$ cat config.mk
export PLATFORM = sky130hd
export DESIGN_NAME = dmem_byte_responder
export DESIGN_NICKNAME = d
export VERILOG_FILES = /design/src/rtl/dmem_pkg.sv /design/src/rtl/dmem_byte_responder_load_extend.sv /design/src/rtl/dmem_byte_responder.sv
export SDC_FILE = /design/constraint.sdc
export NUM_CORES = 1
export LEC_CHECK = 0
export ABC_AREA = 1
export BUFFER_PORTS_ARGS = -buffer_cell sky130_fd_sc_hd__buf_4
export CAP_MARGIN = 20
export CORE_MARGIN = 2
export CORE_UTILIZATION = 59
export DETAILED_ROUTE_END_ITERATION = 10
export HOLD_SLACK_MARGIN = 0.12
export PLACE_DENSITY = 0.82
export SLEW_MARGIN = 20
export SYNTH_ARGS = -nofsm -noshare
export SYNTH_HDL_FRONTEND = slang
export SYNTH_HIERARCHICAL = 1
export SYNTH_SLANG_ARGS = --single-unit
$ cat constraint.sdc
create_clock -name clk -period 4.13 [get_ports clk]
set_input_delay 0.2065 -clock clk [delete_from_list [all_inputs] [get_ports clk]]
set_output_delay 0.2065 -clock clk [all_outputs]
set_load 0.005 [all_outputs]
$ cat src/rtl/dmem_pkg.sv
// Shared definitions for the byte-serial data-memory responder:
// RV32 funct3 load/store modes, FSM encoding and access-size helpers.
package dmem_pkg;

    localparam logic [2:0] MODE_B  = 3'b000;
    localparam logic [2:0] MODE_H  = 3'b001;
    localparam logic [2:0] MODE_W  = 3'b010;
    localparam logic [2:0] MODE_BU = 3'b100;
    localparam logic [2:0] MODE_HU = 3'b101;

    typedef enum logic [1:0] {
        ST_IDLE,
        ST_ACCESS,
        ST_DRAIN,
        ST_DONE
    } dmem_state_t;

    function automatic logic [2:0] size_of(input logic [2:0] mode);
        case (mode)
            MODE_B, MODE_BU: size_of = 3'd1;
            MODE_H, MODE_HU: size_of = 3'd2;
            default:         size_of = 3'd4;
        endcase
    endfunction

    // Legal mode with natural alignment; anything else is answered with err.
    function automatic logic access_ok(input logic [2:0] mode, input logic [1:0] adr_lo);
        case (mode)
            MODE_B, MODE_BU: access_ok = 1'b1;
            MODE_H, MODE_HU: access_ok = ~adr_lo[0];
            MODE_W:          access_ok = (adr_lo == 2'b00);
            default:         access_ok = 1'b0;
        endcase
    endfunction

endpackage

$ cat src/rtl/dmem_byte_responder_load_extend.sv
// Sign/zero extension of a raw little-endian load word according to the
// RV32 load mode; also used by the existing dmem load path.
module load_extend
    import dmem_pkg::*;
(
    input  logic [2:0]  mode,
    input  logic [31:0] raw,
    output logic [31:0] ext
);

    always_comb begin
        case (mode)
            MODE_B:  ext = {{24{raw[7]}}, raw[7:0]};
            MODE_H:  ext = {{16{raw[15]}}, raw[15:0]};
            MODE_BU: ext = {24'd0, raw[7:0]};
            MODE_HU: ext = {16'd0, raw[15:0]};
            default: ext = raw;
        endcase
    end

endmodule

$ cat src/rtl/dmem_byte_responder.sv
// M-stage data-memory responder: serialises B/H/W loads and stores over a
// byte-wide synchronous SRAM port and stalls the pipeline while doing so.
module dmem_byte_responder
    import dmem_pkg::*;
#(
    parameter int MEM_AW = 16
) (
    input  logic              clk,
    input  logic              reset,
    input  logic              req,
    input  logic              we,
    input  logic [2:0]        mode,
    input  logic [31:0]       addr,
    input  logic [31:0]       wd,
    output logic [31:0]       rd,
    output logic              busy,
    output logic              done,
    output logic              err,
    output logic [MEM_AW-1:0] mem_addr,
    output logic              mem_we,
    output logic              mem_re,
    output logic [7:0]        mem_wdata,
    input  logic [7:0]        mem_rdata
);

    dmem_state_t state;
    logic        we_q;
    logic [2:0]  mode_q;
    logic [31:0] wd_q;
    logic [1:0]  cnt;
    logic [1:0]  cnt_nxt;
    logic        last;
    logic [31:0] asm_q;
    logic [31:0] asm_nxt;
    logic [31:0] ext_w;
    // Read data returns one cycle after the strobe: remember which byte it is.
    logic        cap_vld;
    logic [1:0]  cap_idx;
    logic        addr_unused;

    assign addr_unused = ^addr[31:MEM_AW];
    assign cnt_nxt     = cnt + 2'd1;
    assign last        = ({1'b0, cnt} == (size_of(mode_q) - 3'd1));

    // The pipeline must stall in the very cycle the request appears.
    assign busy = reset & ((state == ST_IDLE) ? req : (state != ST_DONE));

    always_comb begin
        asm_nxt = asm_q;
        if (cap_vld)
            asm_nxt[{cap_idx, 3'b000} +: 8] = mem_rdata;
    end

    load_extend u_ext (
        .mode (mode_q),
        .raw  (asm_nxt),
        .ext  (ext_w)
    );

    always_ff @(posedge clk or negedge reset) begin
        if (!reset) begin
            state     <= ST_IDLE;
            we_q      <= 1'b0;
            mode_q    <= MODE_B;
            wd_q      <= '0;
            cnt       <= '0;
            asm_q     <= '0;
            cap_vld   <= 1'b0;
            cap_idx   <= '0;
            rd        <= '0;
            done      <= 1'b0;
            err       <= 1'b0;
            mem_addr  <= '0;
            mem_we    <= 1'b0;
            mem_re    <= 1'b0;
            mem_wdata <= '0;
        end else begin
            done    <= 1'b0;
            err     <= 1'b0;
            cap_vld <= mem_re;
            cap_idx <= cnt;
            if (cap_vld)
                asm_q <= asm_nxt;
            case (state)
                ST_IDLE: begin
                    if (req) begin
                        we_q   <= we;
                        mode_q <= mode;
                        wd_q   <= wd;
                        cnt    <= '0;
                        if (!access_ok(mode, addr[1:0])) begin
                            state <= ST_DONE;
                            done  <= 1'b1;
                            err   <= 1'b1;
                        end else begin
                            state     <= ST_ACCESS;
                            mem_addr  <= addr[MEM_AW-1:0];
                            mem_we    <= we;
                            mem_re    <= ~we;
                            mem_wdata <= wd[7:0];
                        end
                    end
                end
                ST_ACCESS: begin
                    if (last) begin
                        mem_we <= 1'b0;
                        mem_re <= 1'b0;
                        if (we_q) begin
                            state <= ST_DONE;
                            done  <= 1'b1;
                        end else begin
                            state <= ST_DRAIN;
                        end
                    end else begin
                        cnt       <= cnt_nxt;
                        mem_addr  <= mem_addr + MEM_AW'(1);
                        mem_wdata <= wd_q[{cnt_nxt, 3'b000} +: 8];
                    end
                end
                ST_DRAIN: begin
                    rd    <= ext_w;
                    state <= ST_DONE;
                    done  <= 1'b1;
                end
                ST_DONE: state <= ST_IDLE;
                default: state <= ST_IDLE;
            endcase
        end
    end

endmodule

==> results.cfg, run 1 <==
[floorplan]
pin_count = 140
fp-row-count = 39
die_width_um = 111
die_h_um = 111
start_util_pct = 60.0
core_region_area_um2 = 11300
dieArea_um2 = 12400

[route]
dr.pass1.iters = 7
ant_nets = 0
wl_um = 18100
viasPerCell = 5.76
vias = 6112
drc_errors = 0
avgRoutedWirePerCell_um = 17.1
drtIter0Drc = 658

[setup_path]
worstPathRequired_ns = 4.48
cp-end-kind = register
cp_max_fo = 24
cp.arrival_ns = 3.28
startpoint_type = register
worstSetupPathType = reg -> reg

[grt]
grt_max_degree = 79
grt_first_pass_wirelength_um = 29700
grt_antenna_before_repair = 0
grt_pass1_vias = 6177
track_usage_pct = 29.8
overflow = 0

[synthesis]
syn-num-nets = 845
netlist_area_um2 = 6790
ys_seq_area_share_pct = 49.7
netlist.area_leader.share_pct = 49.7
yosys-top-cells-area = dfrtp_1 50%, nand2_1 12%, mux2_2 9.9%, o21ai_0 5.1%, nand3_1 5.0%
ys_warn_count = 6
yosys.area_share.xor_xnor_pct = 0.129
yosysUniqueCellTypes = 30
synth_mux_area_share_pct = 9.94
synth_top_area_cell = dfrtp_1
synth_enable_flop_cells = 0
synth_top_family_by_area = simple AND/OR/NAND/NOR gates
ys_ff_latch = 135
synth_simple_gate_area_share_pct = 20.9
netlist_instances = 756
synthFlopType = dfrtp_1
yosysMostFrequentCell = nand2_1
yosys-top-cells-count = 211 x nand2_1, 135 x dfrtp_1, 69 x o21ai_0, 68 x nand3_1, 60 x mux2_2
synth-compound-area-share_pct = 10.5
synthAdderAreaFrac_pct = 1.84
avgSynthCellArea_um2 = 8.99
async_flop_share_pct = 100

[final_layout]
seq_area_um2 = 3380
multi_input_comb_area_um2 = 2940
layout.nets = 995
stdcell_count = 1061
fillers = 725
antenna_cells = 0
drive_gt1_share_pct = 26.5
area_growth_pct = 28.8
final_core_util_pct = 77.3

[hold_path]
min_path_type = in -> reg

[timing]
fin_crit_sh_pct = 70.9
rsz0062_at_grt = false
final-setup-viol-count = 0
period_needed_ns = 2.93
fin_ws_ns = 1.20
finalSetupTns_ns = 0
hold_ws_ns = 0.123
final_hold_viol_count = 0
final_max_slew_viol_count = 0
worst_pin_slew_ns = 0.873
slew_headroom_pct = 41.6
finalClockSkew_ns = 0.00723
fmax_mhz = 341

[clocking]
cts_tree = built
h-tree-depth = 4
cts-buffers-inserted = 17
clk_latency_ns = 0.42
post_cts_buffers = 0
cts_sinks = 135
cts-root-buf = clkbuf_16
clock_path_buffers = 2
clk_pin_slew_ns = 0.06

[place]
dpl.hpwl_um = 11000
place_congestion = 0.919
place_ws_ns = 1.24
dp_cells = 982
io_buffers = 123

[power]
leakagePower_nw = 4.39
p_per_area_nw_per_um2 = 746
ir_drop_mv = 0.397

[status]
status = complete, no violations

[flow_run]
cap_violations = 0
==> flip-flops by register name, summed over array words and instances, names as in the netlist <==
register / flops
rd: 32
cap_vld: 1
mem_addr: 16
mem_re: 1
err: 1
we_q: 1
mode_q: 3
state: 2
cnt: 2
wd_q: 32
mem_wdata: 8
done: 1
cap_idx: 2
mem_we: 1
asm_q: 32
==> power breakdown <==
group          internal [mW]  switching (mW)
sequential              1.89           0.462
clock                   1.00           0.557
combinational           1.18            1.44
total                   4.07            2.45
==> routing by layer <==
metal / routed length (µm) / GRT usage, % / share of wire (%) / vias up
li1: - / - / - / 2804
met3: 1280 / 7.44 / 7.1 / 57
met2: 9180 / 51.2 / 51 / 285
met4: 610 / 13.3 / 3.4 / 0
met1: 7040 / 35.5 / 39 / 2966
met5: 0 / 0 / 0 / -
==> timing repair <==
action,CTS,global route
hold buffers,48,0
hold endpoints to repair,108,0
gates resized for setup,0,0
==> worst max-delay path, cell delays in order (launching register included) <==
cell and delay [ns]:
dfrtp_1 0.51, inv_1 0.18, ha_1 0.57, inv_4 0.11, or4_4 0.65, o21ai_2 0.24
nand3_4 0.27, nand3_1 0.17, mux2_2 0.16
==> metrics by stage <==
| stage | cell area, µm² | total power, mW |
|---|---|---|
| 5_1_grt | 8750 | 6.92 |
| 4_1_cts | 8750 | 6.43 |
| 2_1_floorplan | 6790 | 4.03 |
| 3_5_place_dp | 7670 | 4.82 |
| 6_report | 8750 | 6.53 |
| 3_3_place_gp | 7670 | 4.68 |
==> area by class of cell <==
class | instances | area share [%]
repair buffers | 175 | 16.5
inverters | 53 | 2.30
clock inverters | 9 | 1.40
flip-flops and latches | 135 | 38.6
well taps | 143 | 2.04
clock buffers | 22 | 5.53
multi-input cells | 524 | 33.6
==> cells in the final DEF (no fill, tap or decap), types with 2 or more instances in the layout <==
cell and count:
clkbuf_16 17, nor2_4 3, nand4_1 7, bufinv_16 3, nor2_1 30, ha_1 10, o21ai_1 7, o21ai_0 69
nand3_1 68, nand2_2 2, or2_2 4, dfrtp_1 135, nor2_2 2, nand2_1 211, mux2_2 60, inv_1 50
dlygate4sd3_1 48, o21bai_1 2, o21ai_2 10, buf_4 126, nand3_4 2, o31ai_1 16, clkinv_2 5, clkbuf_8 4
o22ai_1 12, a21oi_1 7
==> cell families (layout without fill, tap and decap cells) <==
| family | Yosys count | in the layout |
|---|---|---|
| and+or+nand+nor | 330 | 330 |
| DFF | 135 | 135 |
| AOI/OAI and AO/OA | 123 | 123 |
| buffers and inverters | 97 | 259 |
| muxes | 60 | 60 |
| adders and majority gates | 10 | 10 |
| xor gates and xnor gates | 1 | 1 |
==> path summary, 6_finish.rpt <==
path	startpoint	endpoint	slack, ns	cells past startpoint
worst max-delay path	cap_idx[0]	rd[26]	1.20	8
worst min-delay path	addr[4]	mem_addr[4]	0.12	5
worst max register to register	cap_idx[0]	rd[26]	1.20	8
worst min register to register	mem_re	cap_vld	0.41	0
max in group asynchronous	reset	asm_q[3]	2.82	3
min in group asynchronous	reset	asm_q[1]	0.41	2
Note: power is estimated with default switching activity, not from simulation.
==> run 2, diff against run 1 <==
--- a/config.mk
+++ b/config.mk
@@ -9,10 +9,10 @@
 export BUFFER_PORTS_ARGS = -buffer_cell sky130_fd_sc_hd__buf_4
 export CAP_MARGIN = 20
 export CORE_MARGIN = 2
-export CORE_UTILIZATION = 59
+export CORE_UTILIZATION = 50
 export DETAILED_ROUTE_END_ITERATION = 10
 export HOLD_SLACK_MARGIN = 0.12
-export PLACE_DENSITY = 0.82
+export PLACE_DENSITY = 0.74
 export SLEW_MARGIN = 20
 export SYNTH_ARGS = -nofsm -noshare
 export SYNTH_HDL_FRONTEND = slang
==> constraint.sdc (replaced) <==
create_clock -name clk -period 2.6 [get_ports clk]
set_input_delay 0.13 -clock clk [delete_from_list [all_inputs] [get_ports clk]]
set_output_delay 0.13 -clock clk [all_outputs]
set_load 0.005 [all_outputs]
==> run 2 against run 1 <==
Power grew 54%. First-iteration DRC count is 19% lower. Sequential power is 54% higher. Setup slack got worse by 0.85 ns. Largest cell class unchanged. Largest power group unchanged.
==> results.cfg, run 2 (synthesized netlist as in run 1, its figures left out) <==
[status]
status = complete, no violations

[timing]
fmax_mhz = 444
worst_pin_slew_ns = 0.584
period_needed_ns = 2.25
final-setup-viol-count = 0
final_hold_viol_count = 0
rsz0062_at_grt = false
finalSetupTns_ns = 0
fin_crit_sh_pct = 86.5
slew_headroom_pct = 61.1
final_max_slew_viol_count = 0
finalClockSkew_ns = 0.00860

[route]
avgRoutedWirePerCell_um = 15.5
dr.pass1.iters = 6
routed.top_layer = met4
drc_errors = 0
ant_nets = 0
vias = 5887
viasPerCell = 5.28
drtIter0Drc = 535
wl_met1_um = 6980
wl_met3_um = 1150
met2_length_um = 8730
wl_um = 17300

[final_layout]
antenna_cells = 0
fillers = 1082
layout_common_cells = 211 x nand2_1, 135 x dfrtp_1, 132 x buf_4
layout.nets = 1016
area_growth_pct = 31.6
final_common_cell = nand2_1
drive_gt1_share_pct = 26.7
top_regs = asm_q x32, rd x32, wd_q x32
stdcell_count = 1115

[grt]
track_usage_pct = 25.2
grt_antenna_before_repair = 0
grt_max_degree = 76
grt_first_pass_wirelength_um = 29100
overflow = 0
grt_pass1_vias = 5965

[clocking]
h-tree-depth = 4
clk_pin_slew_ns = 0.06
clock_path_buffers = 2
cts_tree = built
cts-root-buf = clkbuf_16
cts_sinks = 135
cts_resized = 0
cts-buffers-inserted = 17
post_cts_buffers = 0
clk_latency_ns = 0.42

[place]
dpl.hpwl_um = 11200
dp_cells = 1023
place_congestion = 0.865
io_buffers = 123

[power]
ir_drop_mv = 0.700
leakagePower_nw = 4.45
p_per_area_nw_per_um2 = 1130

[setup_path]
critPathLaunch = cap_idx[1]
cp-end-kind = register
ff2ff_path_depth = 7
startpoint_type = register
cp.arrival_ns = 2.60
endpoint = rd[15]
worstReg2RegEnd = rd[15]
cp_max_fo = 24
r2r_start = cap_idx[1]
worstPathRequired_ns = 2.95
rrSetupSlack_ns = 0.35
worstSetupPathType = reg -> reg

[hold_path]
min_path_type = in -> reg

[floorplan]
die_h_um = 121
core_region_area_um2 = 13200
fp-row-count = 42
start_util_pct = 51.3
dieArea_um2 = 14500
pin_count = 140
die_width_um = 121

[flow_run]
cap_violations = 0
run 2: critical path, cell delays in order, from the launching register on:
cell and delay (ns):
dfrtp_1 0.38, inv_1 0.09, ha_1 0.33, or4_4 0.56
o21ai_2 0.22, nand3_4 0.27, nand3_1 0.17, mux2_2 0.16
run 2: cell type report:
class	count	area, µm²	share of cell area (%)
well taps	176	220	2.46
clock buffers	19	443	4.95
clock inverters	12	105	1.18
inverters	53	201	2.25
flip-flops and latches	135	3380	37.8
multi-input cells	524	2940	32.9
repair buffers	196	1650	18.5
run 2: routing by layer:
layer / vias up / GRT usage (%)
li1: 2849 / -
met1: 2790 / 31.0
met2: 215 / 43.4
met3: 33 / 6.32
met4: 0 / 8.43
met5: - / 0
run 2: what timing repair did:
item / 4_1_cts / 5_1_grt
endpoints found under the hold margin: 142 / 0
setup endpoints to repair: 0 / 0
hold buffers: 61 / 0
run 2: worst min path at each step:
stage | to | depth (start not counted) | from | slack, ns
after floorplan | asm_q[0] | 0 | reset | -0.17
after global placement | rd[0] | 1 | reset | 0.15
after detailed placement | rd[0] | 1 | reset | 0.15
after CTS | mem_addr[1] | 5 | addr[1] | 0.17
after global routing | mem_addr[1] | 5 | addr[1] | 0.19
final | mem_addr[1] | 5 | addr[1] | 0.18
run 2: stage by stage:
stage	power (mW)	setup WS, ns	hold slack (ns)	utilization, %	area (µm²)
after global routing	10.8	0.198	0.189	67.5	8940
after global placement	7.58	0.439	0.146	58.8	7780
after detailed placement	7.72	0.350	0.147	58.8	7780
final	10.1	0.350	0.179	67.5	8940
after floorplan	6.39	0.169	-0.166	-	6790
after CTS	10.1	0.333	0.166	67.5	8940
run 2: power by group:
| part | switching, mW | internal [mW] |
|---|---|---|
| Sequential | 0.617 | 3.00 |
| Clock | 0.909 | 1.33 |
| Combinational | 2.27 | 1.95 |
